$ cat src/rtl/lcd_serial_receiver.sv
// Receive side of the 4-wire serial LCD link: deserialises bytes, decodes panel
// commands and emits frame-buffer writes laid out as page*128+col.
module lcd_serial_receiver #(
    parameter int COLS  = 128,
    parameter int PAGES = 8
) (
    input  logic       clk,
    input  logic       rst,
    input  logic [3:0] lcd,
    output logic       fb_we,
    output logic [9:0] fb_addr,
    output logic [7:0] fb_wdata,
    output logic       cmd_valid,
    output logic [7:0] cmd_byte,
    output logic [2:0] cur_page,
    output logic [7:0] cur_col,
    output logic       display_on,
    output logic       frame_done,
    output logic       err_short
);

    // Line order in lcd: [0]=CS, [1]=SCL, [2]=A0, [3]=SI. CS and SCL idle high.
    localparam logic [3:0] SYNC_INIT = 4'b0011;
    localparam logic [7:0] COL_LIMIT = 8'(COLS);
    localparam logic [7:0] LAST_COL  = 8'(COLS - 1);
    localparam logic [2:0] LAST_PAGE = 3'(PAGES - 1);

    typedef enum logic [1:0] {
        IDLE,
        SHIFT,
        COMMIT
    } state_t;

    logic [3:0] meta_reg;
    logic [3:0] sync_reg;

    generate
        for (genvar gi = 0; gi < 4; gi++) begin : g_sync
            always_ff @(posedge clk) begin
                if (rst) begin
                    meta_reg[gi] <= SYNC_INIT[gi];
                    sync_reg[gi] <= SYNC_INIT[gi];
                end else begin
                    meta_reg[gi] <= lcd[gi];
                    sync_reg[gi] <= meta_reg[gi];
                end
            end
        end
    endgenerate

    // Edge detection stage: the rise strobe is registered together with the
    // SI/A0/CS values seen in the same cycle so the FSM sees them aligned.
    logic scl_prev_reg;
    logic rise_reg;
    logic si_reg;
    logic a0_reg;
    logic cs_reg;

    always_ff @(posedge clk) begin
        if (rst) begin
            scl_prev_reg <= 1'b1;
            rise_reg     <= 1'b0;
            si_reg       <= 1'b0;
            a0_reg       <= 1'b0;
            cs_reg       <= 1'b1;
        end else begin
            scl_prev_reg <= sync_reg[1];
            rise_reg     <= sync_reg[1] & ~scl_prev_reg;
            si_reg       <= sync_reg[3];
            a0_reg       <= sync_reg[2];
            cs_reg       <= sync_reg[0];
        end
    end

    state_t     state_reg;
    logic [2:0] bit_cnt_reg;
    logic [6:0] shift_reg;
    logic [7:0] byte_reg;
    logic       byte_a0_reg;

    always_ff @(posedge clk) begin
        if (rst) begin
            state_reg   <= IDLE;
            bit_cnt_reg <= 3'd0;
            shift_reg   <= 7'd0;
            byte_reg    <= 8'd0;
            byte_a0_reg <= 1'b0;
            fb_we       <= 1'b0;
            fb_addr     <= 10'd0;
            fb_wdata    <= 8'd0;
            cmd_valid   <= 1'b0;
            cmd_byte    <= 8'd0;
            cur_page    <= 3'd0;
            cur_col     <= 8'd0;
            display_on  <= 1'b0;
            frame_done  <= 1'b0;
            err_short   <= 1'b0;
        end else begin
            fb_we      <= 1'b0;
            cmd_valid  <= 1'b0;
            frame_done <= 1'b0;
            err_short  <= 1'b0;

            case (state_reg)
                IDLE: begin
                    bit_cnt_reg <= 3'd0;
                    if (!cs_reg) begin
                        state_reg <= SHIFT;
                    end
                end

                SHIFT: begin
                    if (rise_reg) begin
                        shift_reg <= {shift_reg[5:0], si_reg};
                        if (bit_cnt_reg == 3'd7) begin
                            byte_reg    <= {shift_reg, si_reg};
                            byte_a0_reg <= a0_reg;
                            bit_cnt_reg <= 3'd0;
                            state_reg   <= COMMIT;
                        end else begin
                            bit_cnt_reg <= bit_cnt_reg + 3'd1;
                        end
                    end else if (cs_reg) begin
                        // CS released mid-byte: the partial byte is dropped.
                        if (bit_cnt_reg != 3'd0) begin
                            err_short <= 1'b1;
                        end
                        bit_cnt_reg <= 3'd0;
                        state_reg   <= IDLE;
                    end
                end

                COMMIT: begin
                    state_reg <= cs_reg ? IDLE : SHIFT;
                    if (byte_a0_reg) begin
                        if (cur_col < COL_LIMIT) begin
                            fb_we    <= 1'b1;
                            fb_addr  <= {cur_page, cur_col[6:0]};
                            fb_wdata <= byte_reg;
                            if (cur_page == LAST_PAGE && cur_col == LAST_COL) begin
                                frame_done <= 1'b1;
                            end
                        end
                        // Column keeps advancing past the visible area, wrapping at 255.
                        cur_col <= cur_col + 8'd1;
                    end else begin
                        cmd_valid <= 1'b1;
                        cmd_byte  <= byte_reg;
                        if (byte_reg[7:3] == 5'b10110) begin
                            cur_page <= byte_reg[2:0];
                        end else if (byte_reg[7:4] == 4'h1) begin
                            cur_col[7:4] <= byte_reg[3:0];
                        end else if (byte_reg[7:4] == 4'h0) begin
                            cur_col[3:0] <= byte_reg[3:0];
                        end else if (byte_reg == 8'hAF) begin
                            display_on <= 1'b1;
                        end else if (byte_reg == 8'hAE) begin
                            display_on <= 1'b0;
                        end else if (byte_reg == 8'hE2) begin
                            cur_page   <= 3'd0;
                            cur_col    <= 8'd0;
                            display_on <= 1'b0;
                        end
                    end
                end

                default: state_reg <= IDLE;
            endcase
        end
    end

endmodule

$ cat config.mk
export PLATFORM = sky130hd
export DESIGN_NAME = lcd_serial_receiver
export DESIGN_NICKNAME = d
export VERILOG_FILES = /design/src/rtl/lcd_serial_receiver.sv
export SDC_FILE = /design/constraint.sdc
export NUM_CORES = 1
export LEC_CHECK = 0
export CORE_MARGIN = 2
export CORE_UTILIZATION = 30
export CTS_CLUSTER_DIAMETER = 200
export DETAILED_ROUTE_END_ITERATION = 10
export PLACE_DENSITY = 0.51
export SYNTH_ARGS = -nofsm -noshare
export SYNTH_HDL_FRONTEND = slang
export SYNTH_SLANG_ARGS = --single-unit
$ cat constraint.sdc
create_clock -name clk -period 4.3 [get_ports clk]
set_input_delay 0.86 -clock clk [delete_from_list [all_inputs] [get_ports clk]]
set_output_delay 0.86 -clock clk [all_outputs]
set_load 0.02 [all_outputs]
==> impl_metrics.json <==
{
  "tns_ns": 0,
  "rows": 36,
  "grt_use_total_pct": 13.4,
  "cp.required_ns": 4.57,
  "postSynth.asyncResetShare_pct": 0,
  "layout_commonest_cell": "nand2_1",
  "crit_family": "simple AND/OR/NAND/NOR gates",
  "grt_overflow": 0,
  "core_area_um2": 9730,
  "setup_violations": 0,
  "critPathArrivalTime_ns": 2.64,
  "cp-endpoint": "fb_wdata[3]$_SDFFE_PP0P_",
  "path_cells": "nor3b_2, nand2_1, a21oi_1",
  "clockBufferDepth": 2,
  "initial_core_util_pct": 30.7,
  "start_kind": "flip-flop",
  "drt-initial-drc-count": 143,
  "place_hpwl_mm": 4.34,
  "die_w_um": 104,
  "largest_register_ffs": 10,
  "hold_viol": 0,
  "ctsResizeCount": 0,
  "cp-end-kind": "flip-flop",
  "yosysUniqueCellTypes": 47,
  "port_buffers": 47,
  "wirelength_mm": 6.67,
  "gp_congestion": 0.708,
  "layout_common_cells": "87 x nand2_1, 76 x dfxtp_1, 50 x a21oi_1",
  "synth_edf_count": 0,
  "vias_per_cell": 4.70,
  "numPlacedInstances": 513,
  "cts_htree_levels": 3,
  "cts-buffers-inserted": 9,
  "worst_path_max_delay_cell": "nor3b_2",
  "hold_path.class": "flip-flop to flip-flop",
  "r2r_slack_ns": 1.94,
  "post-route-util_pct": 38.3,
  "cap_violations": 0,
  "synth.avg_cell_area_um2": 8.42,
  "fin_crit_sh_pct": 55.0,
  "critical_path_buf_inv_count": 0,
  "cts_sinks": 76,
  "dieArea_um2": 10800,
  "cts_root_buf": "clkbuf_8",
  "synth_area_leaders": "dfxtp_1 51%, nand2_1 11%, a21oi_1 8.4%, nor2_1 3.0%, clkbuf_1 1.9%",
  "finalNonFillerCells": 529,
  "rr_startpoint": "byte_a0_reg$_SDFFE_PP0P_",
  "crit_path_start": "byte_a0_reg$_SDFFE_PP0P_",
  "grt_max_degree": 50,
  "clk_latency_ns": 0.35,
  "r2r_cells": 3,
  "ys_ff_latch": 76,
  "grt_pass1_wl_mm": 11.8,
  "antenna_cells": 0,
  "r2r_end": "fb_wdata[3]$_SDFFE_PP0P_",
  "peakVddDrop_mv": 0.195,
  "drive_gt1_share_pct": 7.58,
  "tightest_slew_ns": 1.12,
  "regMostFlops": "fb_addr",
  "final-max-slew-violation-count": 0,
  "worstPathMaxFanout": 29,
  "syn_to_final_growth_pct": 24.5,
  "via_count": 2488,
  "ys_seq_area_share_pct": 50.9,
  "cts_tree": "done",
  "max_freq_mhz": 423,
  "hold_buffers": 0,
  "ys.flop_type": "dfxtp_1",
  "grt_pass1_vias": 2364,
  "synth_top_cell_by_area": "dfxtp_1",
  "drt-wirelength-per-cell_um": 12.6,
  "antenna_found_initial": 0,
  "drc_errors": 0,
  "yosys_warnings": 0,
  "syn_inst": 355,
  "slew_headroom_pct": 25.0,
  "power_leakage_nw": 1.22,
  "drt_pass1_iterations": 4,
  "cp_num_cells": 3,
  "critical_path_class": "flip-flop to flip-flop",
  "outcome": "completed",
  "nets": 401,
  "final_antenna_net_count": 0,
  "ioPinCount": 48,
  "final.min_clock_period_ns": 2.36,
  "clk_pin_slew_ns": 0.08,
  "skew_ns": 0.0133,
  "rsz0062_at_grt": "false",
  "die_h_um": 104,
  "syn_nets": 365,
  "whs_ns": 0.393,
  "post-cts-setup-buffers": 0,
  "slowest_delay_ns": 1.03,
  "synth_top_area_share_pct": 50.9,
  "pwr_density_cell_nw_per_um2": 341,
  "syn_area_um2": 2990
}
## where the power goes
part           switching, mW  leakage, nW  internal (mW)
Clock                  0.271       0.0962          0.268
Sequential           0.00190        0.614          0.708
Combinational         0.0123        0.509        0.00786
## worst register-to-register path, cell delays in order, from the launching register on
cell     delay (ns)
dfxtp_1        0.98
nor3b_2        1.04
nand2_1        0.13
a21oi_1        0.15
## cell usage after synthesis (2+ instances only)
master,number
a211oi_1,2
a21o_1,3
a21oi_1,50
a22oi_1,6
a31oi_1,2
and2_1,2
buf_1,2
buf_2,4
clkbuf_1,15
dfxtp_1,76
ha_1,4
inv_1,4
nand2_1,87
nand2b_1,5
nand3_1,2
nand3b_1,3
nand4_1,4
nand4b_1,2
nor2_1,24
nor2b_1,7
nor3_1,7
nor3b_1,2
nor3b_2,2
nor4b_1,2
o21ai_0,10
or2_2,6
xnor2_1,2
## how the worst min path moves through the flow
stage | start | to | depth (start not counted)
after floorplan | scl_prev_reg$_SDFF_PP1_ | rise_reg$_SDFF_PP0_ | 1
after global placement | scl_prev_reg$_SDFF_PP1_ | rise_reg$_SDFF_PP0_ | 1
after detailed placement | scl_prev_reg$_SDFF_PP1_ | rise_reg$_SDFF_PP0_ | 1
after CTS | scl_prev_reg$_SDFF_PP1_ | rise_reg$_SDFF_PP0_ | 1
after global routing | scl_prev_reg$_SDFF_PP1_ | rise_reg$_SDFF_PP0_ | 1
final | scl_prev_reg$_SDFF_PP1_ | rise_reg$_SDFF_PP0_ | 1
## metal layers
layer / share of wire [%] / global-route usage (%) / wire length (µm) / vias up
met5: 0 / 0 / 0 / -
met4: 1.6 / 5.89 / 110 / 0
met1: 50 / 18.3 / 3330 / 1145
met2: 43 / 19.7 / 2900 / 56
met3: 4.9 / 3.52 / 327 / 11
li1: - / - / - / 1276
## cell type report
cell class	count	area, µm²
fill	1051	6010
clock inverter	6	65.1
timing repair buffer	48	473
clock buffer	10	128
inverter	4	15.0
tap	133	166
sequential	76	1520
multi-input combinational	252	1350
## kinds of logic after synthesis
group | after synthesis | share of synthesized area, %
simple gates | 161 | 25.6
compound gates | 83 | 16.8
flops | 76 | 50.9
buf+inv | 27 | 3.85
fa+ha+maj | 4 | 1.67
xor+xnor | 3 | 0.879
mux | 1 | 0.335
## stage by stage
step / power (mW) / area [µm²] / setup WS [ns]
floorplan: 0.740 / 2990 / 2.52
global placement: 0.747 / 3530 / 1.97
detailed placement: 0.747 / 3530 / 1.91
CTS: 1.29 / 3720 / 1.90
global route: 1.32 / 3720 / 1.53
finish: 1.27 / 3720 / 1.94
Power figures use the tool's default switching activity.
